File: src/rtl/posit_encode_pipe_pkg.sv
// Shared widths, operation codes and posit constants for the posit encode pipeline.
// The widths are derived from the posit width N and the exponent width ES.
package posit_encode_pipe_pkg;

    localparam int POSIT_N  = 16;
    localparam int POSIT_ES = 1;
    localparam int MAX_N    = 64;

    // Significand width including the hidden bit.
    function automatic int mant_size(input int n, input int es);
        return n - es - 2;
    endfunction

    function automatic int te_size(input int n, input int es);
        return es + $clog2(n) + 3;
    endfunction

    function automatic int frac_full_size(input int n, input int es);
        return 2 * mant_size(n, es);
    endfunction

    localparam int MANT_SIZE      = mant_size(POSIT_N, POSIT_ES);
    localparam int TE_SIZE        = te_size(POSIT_N, POSIT_ES);
    localparam int FRAC_FULL_SIZE = frac_full_size(POSIT_N, POSIT_ES);

    typedef enum logic [1:0] {
        OP_ADD = 2'd0,
        OP_SUB = 2'd1,
        OP_MUL = 2'd2,
        OP_DIV = 2'd3
    } posit_op_e;

    // The constant helpers return MAX_N bits; callers keep the low n bits.
    function automatic logic [MAX_N-1:0] posit_zero(input int n);
        logic [MAX_N-1:0] v;
        v = {MAX_N{1'b0}};
        return v;
    endfunction

    function automatic logic [MAX_N-1:0] posit_nar(input int n);
        logic [MAX_N-1:0] v;
        v = {MAX_N{1'b0}};
        v[n-1] = 1'b1;
        return v;
    endfunction

    function automatic logic [MAX_N-1:0] posit_maxpos(input int n);
        logic [MAX_N-1:0] v;
        v = {MAX_N{1'b0}};
        for (int i = 0; i < n - 1; i++) begin
            v[i] = 1'b1;
        end
        return v;
    endfunction

    function automatic logic [MAX_N-1:0] posit_minpos(input int n);
        logic [MAX_N-1:0] v;
        v = {MAX_N{1'b0}};
        v[0] = 1'b1;
        return v;
    endfunction

endpackage

File: src/rtl/posit_round_encode.sv
// Combinational posit packer: regime build, guard/sticky extraction, RNE,
// saturation clamp, special cases and two's-complement negation.
module posit_round_encode
    import posit_encode_pipe_pkg::*;
#(
    parameter int N      = POSIT_N,
    parameter int ES     = POSIT_ES,
    parameter int KW     = te_size(N, ES) - ES,
    parameter int FRAC_W = frac_full_size(N, ES)
) (
    input  logic              sign,
    input  logic              is_zero,
    input  logic              is_nar,
    input  logic              sat_hi,
    input  logic              sat_lo,
    input  logic [KW-1:0]     k,
    input  logic [ES-1:0]     e,
    input  logic [FRAC_W-1:0] frac,
    output logic [N-1:0]      posit
);

    localparam int SW = 2 + ES + FRAC_W + N;
    localparam logic [MAX_N-1:0] ZERO_C   = posit_zero(N);
    localparam logic [MAX_N-1:0] NAR_C    = posit_nar(N);
    localparam logic [MAX_N-1:0] MAXPOS_C = posit_maxpos(N);
    localparam logic [MAX_N-1:0] MINPOS_C = posit_minpos(N);

    logic          k_neg_s;
    logic [KW-1:0] k_mag_s;
    logic [SW-1:0] seed_s;
    logic [SW-1:0] stream_s;
    logic [N-2:0]  body_s;
    logic          guard_s;
    logic          sticky_s;
    logic          round_up_s;
    logic [N-2:0]  body_rnd_s;
    logic [N-1:0]  mag_s;

    // The seed's top bit is replicated by the arithmetic shift: ones then a 0
    // for k >= 0, zeros then a 1 for k < 0. ~k equals -k-1 for negative k.
    // The zero padding keeps every shifted-out bit visible to sticky.
    assign k_neg_s  = k[KW-1];
    assign k_mag_s  = k_neg_s ? ~k : k;
    assign seed_s   = {~k_neg_s, k_neg_s, e, frac, {N{1'b0}}};
    assign stream_s = $signed(seed_s) >>> k_mag_s;

    assign body_s     = stream_s[SW-1 -: N-1];
    assign guard_s    = stream_s[SW-N];
    assign sticky_s   = |stream_s[SW-N-1:0];
    assign round_up_s = guard_s & (body_s[0] | sticky_s) & ~(&body_s);
    assign body_rnd_s = body_s + {{(N-2){1'b0}}, round_up_s};

    // Special-case priority, clamp and sign application.
    always_comb begin
        posit = ZERO_C[N-1:0];
        mag_s = ZERO_C[N-1:0];
        if (is_nar) begin
            posit = NAR_C[N-1:0];
        end else if (is_zero) begin
            posit = ZERO_C[N-1:0];
        end else begin
            if (sat_hi) begin
                mag_s = MAXPOS_C[N-1:0];
            end else if (sat_lo) begin
                mag_s = MINPOS_C[N-1:0];
            end else begin
                mag_s = {1'b0, body_rnd_s};
            end
            if (sign) begin
                posit = ~mag_s + {{(N-1){1'b0}}, 1'b1};
            end else begin
                posit = mag_s;
            end
        end
    end

endmodule

File: src/rtl/posit_encode_pipe.sv
// Two-stage valid/ready pipeline that turns (sign, total exponent, fraction)
// into an N-bit posit; stage 1 splits the exponent, stage 2 packs and rounds.
module posit_encode_pipe
    import posit_encode_pipe_pkg::*;
#(
    parameter int  N      = POSIT_N,
    parameter int  ES     = POSIT_ES,
    localparam int TE_W   = te_size(N, ES),
    localparam int FRAC_W = frac_full_size(N, ES)
) (
    input  logic              clk,
    input  logic              rst,
    input  logic              in_valid,
    output logic              in_ready,
    input  logic              in_sign,
    input  logic [TE_W-1:0]   in_te,
    input  logic [FRAC_W-1:0] in_frac_full,
    input  logic              in_is_zero,
    input  logic              in_is_nar,
    output logic              out_valid,
    input  logic              out_ready,
    output logic [N-1:0]      out_posit
);

    localparam int KW = TE_W - ES;
    localparam logic signed [KW-1:0] K_HI = KW'(N - 2);
    localparam logic signed [KW-1:0] K_LO = KW'(-(N - 1));

    logic              s1_valid_r;
    logic              s1_sign_r;
    logic              s1_zero_r;
    logic              s1_nar_r;
    logic              s1_sat_hi_r;
    logic              s1_sat_lo_r;
    logic [KW-1:0]     s1_k_r;
    logic [ES-1:0]     s1_e_r;
    logic [FRAC_W-1:0] s1_frac_r;
    logic              s2_valid_r;
    logic [N-1:0]      out_posit_r;

    logic              s2_can_load_s;
    logic [KW-1:0]     k_s;
    logic [ES-1:0]     e_s;
    logic              sat_hi_s;
    logic              sat_lo_s;
    logic [N-1:0]      enc_posit_s;

    assign s2_can_load_s = ~s2_valid_r | out_ready;
    assign in_ready      = ~s1_valid_r | s2_can_load_s;
    assign out_valid     = s2_valid_r;
    assign out_posit     = out_posit_r;

    // te >>> ES is just the upper bits of te; the low ES bits are e.
    assign k_s      = in_te[TE_W-1:ES];
    assign e_s      = in_te[ES-1:0];
    assign sat_hi_s = ($signed(k_s) >= K_HI);
    assign sat_lo_s = ($signed(k_s) <= K_LO);

    // Stage 1 register: exponent split and saturation decision.
    always_ff @(posedge clk or posedge rst) begin
        if (rst) begin
            s1_valid_r  <= 1'b0;
            s1_sign_r   <= 1'b0;
            s1_zero_r   <= 1'b0;
            s1_nar_r    <= 1'b0;
            s1_sat_hi_r <= 1'b0;
            s1_sat_lo_r <= 1'b0;
            s1_k_r      <= {KW{1'b0}};
            s1_e_r      <= {ES{1'b0}};
            s1_frac_r   <= {FRAC_W{1'b0}};
        end else begin
            if (in_ready) begin
                s1_valid_r <= in_valid;
            end
            if (in_valid && in_ready) begin
                s1_sign_r   <= in_sign;
                s1_zero_r   <= in_is_zero;
                s1_nar_r    <= in_is_nar;
                s1_sat_hi_r <= sat_hi_s;
                s1_sat_lo_r <= sat_lo_s;
                s1_k_r      <= k_s;
                s1_e_r      <= e_s;
                s1_frac_r   <= in_frac_full;
            end
        end
    end

    posit_round_encode #(
        .N      (N),
        .ES     (ES),
        .KW     (KW),
        .FRAC_W (FRAC_W)
    ) u_round_encode (
        .sign    (s1_sign_r),
        .is_zero (s1_zero_r),
        .is_nar  (s1_nar_r),
        .sat_hi  (s1_sat_hi_r),
        .sat_lo  (s1_sat_lo_r),
        .k       (s1_k_r),
        .e       (s1_e_r),
        .frac    (s1_frac_r),
        .posit   (enc_posit_s)
    );

    // Stage 2 register: output holds its value while stalled.
    always_ff @(posedge clk or posedge rst) begin
        if (rst) begin
            s2_valid_r  <= 1'b0;
            out_posit_r <= {N{1'b0}};
        end else if (s2_can_load_s) begin
            s2_valid_r <= s1_valid_r;
            if (s1_valid_r) begin
                out_posit_r <= enc_posit_s;
            end
        end
    end

endmodule

File: config.mk
export PLATFORM = sky130hd
export DESIGN_NAME = posit_encode_pipe
export DESIGN_NICKNAME = d
export VERILOG_FILES = /design/src/rtl/posit_encode_pipe_pkg.sv /design/src/rtl/posit_round_encode.sv /design/src/rtl/posit_encode_pipe.sv
export SDC_FILE = /design/constraint.sdc
export NUM_CORES = 1
export LEC_CHECK = 0
export CORE_MARGIN = 2
export CORE_UTILIZATION = 45
export DETAILED_ROUTE_END_ITERATION = 8
export GPL_TIMING_DRIVEN = 1
export MAX_ROUTING_LAYER = met4
export PLACE_DENSITY_LB_ADDON = 0.3
export RECOVER_POWER = 50
export SLEW_MARGIN = 20
export SYNTH_ARGS = -nofsm -noshare
export SYNTH_HDL_FRONTEND = slang
export SYNTH_SLANG_ARGS = --single-unit
File: constraint.sdc
create_clock -name clk -period 16.3 [get_ports clk]
set_input_delay 4.075 -clock clk [delete_from_list [all_inputs] [get_ports clk]]
set_output_delay 4.075 -clock clk [all_outputs]
set_load 0.02 [all_outputs]
==> run metrics <==
outcome complete, but fails checks; failing checks capacitance limit, slew limit; Slew @ Worst Pin 3080 ps; # resized after CTS 0; Initial Util 46.4%; FILL cells 1,010; DRC 0; CP max stage delay 570 ps; # clock sinks 57; Hold Buf Count CTS 0; worst hold path class reg -> reg; Period minus WS final 9470 ps; H-tree Lvls 3; pwr/cell area 123 nW/um^2; Placed Instance Area 5900 sq um; Via Count 5,288; Top FF cell, synth dfrtp_1; Synth cell types 93; CP arrival 5400 ps; final non-filler cell total 819; Sw Share 42.7%; post-CTS setup buffer count 0; setup slack at placement 6900 ps; WS Path Type in -> out; n_diodes 0; Final Slew Violations 58; Syn Inst Count 643; reg2reg setup slack 9990 ps; setup ws final 6830 ps; slew margin rel. -105%; Post-synth ARST share 100%; Crit. End Element primary output; startpoint types input port; Initial DRC Count 538; Area Overhead vs Synth 15.9%; Top delay family on crit path buffers and inverters; worst hold margin 478 ps; Max VDD drop 0.0720 mV; DR vias/cell 6.46; slowest CP cell clkdlybuf4s50_1; Avg Inst Size Synth 8.28 sq um; total track usage 24.0%; Synth Cell Area 5330 sq um; Net Sw Power 0.325 mW; largest net degree at the start of global routing 74; Post-Route WL 14,600 um; fmax 0.106 GHz; antenna violations before repair 0; I/O pin cnt 59; count of final setup violators 0; share of cells above drive strength 1 13.0%; total power 0.761 mW; GP Congestion 1.00; total gr overflow 0; Fin Clk Skew 11.2 ps; Syn Nets 689; Gate power share 50.4%; Avg WL per Cell 17.9 um; leakage 2.35 nW; Final Cell Area 6170 sq um; Flop pwr share 26.2%; first-pass GRT wire length 24,300 um; Worst EP required 12,230 ps; crit share post-route 58.1%; Final TNS setup 0 ps; number of synthesized flops with an enable pin 0; Inst Count DP 803; Buf+Inv Stages, Crit Path 2; unrepaired setup endpoints after global routing false; Internal 0.436 mW; final hold violation count 0; final core utilization 53.8%; Die Height 113 um; Sequential Area 1430 sq um; antenna-violating nets left 0; iteration count of the initial detailed-routing pass 6; clock network power share 23.3%; die area 12,700 sq um; synth warn 0; Crit Path Max Fanout 3; Layout Nets 717; CORE AREA 11,500 sq um; clk slew on worst S/H paths 50 ps; CTS Buffer Depth 2; CTS tree done; Root Driver clkbuf_16; Seq cells post-synth 57; crit path cell chain dlygate4sd3_1 -> nand3b_1 -> clkdlybuf4s50_1; die width 113 um; area occupied by multi-input gates 3600 sq um; cts bufs inserted 9; vias in the first global route 5,009; Skew-Pair Late Insertion Delay 340 ps; Max Cap Viol 1; sequential share of the synthesized area 26.8%; hpwl dp 10,400 um; I/O Buffers 58; # rows 39
power groups by stage:
| stage | Sequential, mW | Clock, mW | Combinational [mW] |
|---|---|---|---|
| global placement | 0.199 | 0 | 0.371 |
| detailed placement | 0.201 | 0 | 0.378 |
| finish | 0.200 | 0.177 | 0.384 |
| global route | 0.203 | 0.188 | 0.421 |
| CTS | 0.199 | 0.180 | 0.381 |
| floorplan | 0.195 | 0 | 0.289 |
Yosys cell counts, types with 8 or more instances:
library cell | instances | area share [%]
dfrtp_1 | 57 | 27
nand2_1 | 56 | 3.9
a21oi_1 | 51 | 4.8
nor2_1 | 48 | 3.4
o21ai_0 | 43 | 4.0
mux2_2 | 39 | 8.2
nor3_1 | 25 | 2.3
clkbuf_1 | 21 | 1.5
xnor2_1 | 19 | 3.1
inv_1 | 15 | 1.1
nand2b_1 | 15 | 1.8
o22ai_1 | 14 | 1.6
buf_2 | 13 | 1.2
nand3_1 | 10 | 0.94
nor2b_1 | 9 | 1.1
a21o_1 | 8 | 1.1
a31oi_1 | 8 | 0.94
and2_1 | 8 | 0.94
kinds of logic (layout without fill, tap and decap cells):
| logic type | count (synthesis) | after routing | share of synthesized area [%] |
|---|---|---|---|
| multiplexers | 51 | 51 | 11.7 |
| XOR/XNOR | 26 | 26 | 4.42 |
| AND/OR/NAND/NOR | 237 | 237 | 24.6 |
| buffers and inverters | 64 | 97 | 5.66 |
| adder cells (fa/ha/maj) | 5 | 5 | 1.17 |
| AO/OA/AOI/OAI | 203 | 203 | 25.7 |
| flip-flops | 57 | 57 | 26.8 |
layout make-up:
cell class / instances / area share (%)
Clock inverter: 2 / 0.203
Inverter: 16 / 0.973
Timing Repair Buffer: 65 / 10.2
Tap cell: 143 / 2.90
Sequential cell: 57 / 23.1
Clock buffer: 14 / 4.28
Multi-Input combinational cell: 522 / 58.3
routing by layer:
metal / routed length (um) / vias to the layer above / share of wire (%) / global-route usage (%)
met5: 0 / - / 0 / -
met4: 416 / 0 / 2.8 / 9.43
met3: 1020 / 45 / 6.9 / 5.14
met2: 6940 / 217 / 47 / 37.7
met1: 6270 / 2548 / 43 / 30.4
li1: - / 2478 / - / -
cells in the final DEF, fill, tap and decap left out, types with 5 or more instances in the layout:
master,instances
a31oi_1,8
clkbuf_16,9
ha_1,5
and2_1,8
a21o_1,8
nand4b_1,5
o21ai_1,6
nor4_1,7
buf_4,6
nor2_1,48
xnor2_1,19
a21oi_1,51
mux2_2,39
mux2i_1,7
or4_1,5
nand4_1,5
or3_1,6
o22ai_1,14
dlygate4sd3_1,9
o31ai_1,7
nand2b_1,15
dfrtp_1,56
nand2_1,55
o21ai_0,43
xor2_1,6
mux4_2,5
nor3_1,25
nor2b_1,9
o211ai_1,6
inv_1,14
and3_1,5
nand3_1,10
clkdlybuf4s50_1,49
sequential cells by signal, indices dropped and copies added, names as in the netlist:
name and flops:
out_valid 1, s1_frac_r 26, s1_sign_r 1, out_posit 16, s1_k_r 7, s1_valid_r 1
s1_nar_r 1, s1_e_r 1, s1_sat_lo_r 1, s1_sat_hi_r 1, s1_zero_r 1
worst reg2reg max path, cell delays in order, from the launching register on:
cell and delay, ps:
dfrtp_2 340, buf_4 540, inv_1 490, ha_1 750, nor2b_1 280, a21o_1 220
a31oi_1 80, o21ai_0 200, o31a_1 260, nand3b_1 120, nor2_1 240, nand3_1 110
nor3_1 140, nor3_1 90, ha_1 280, nor3_1 410, ha_1 260, o21ai_0 140
nor4_2 400, o211ai_2 210, o41ai_2 400, xnor2_1 170, o21ai_1 70
final timing paths:
path / from / end / cells past startpoint
max in group asynchronous: rst / s1_k_r[6] / 3
worst min-delay path: out_posit[7] / out_posit[7] / 2
min in group asynchronous: rst / s1_k_r[6] / 3
worst max register to register: s1_k_r[6] / out_posit[14] / 22
worst min register to register: out_posit[7] / out_posit[7] / 2
worst max-delay path: out_ready / in_ready / 3
Power figures use the tool's default switching activity.
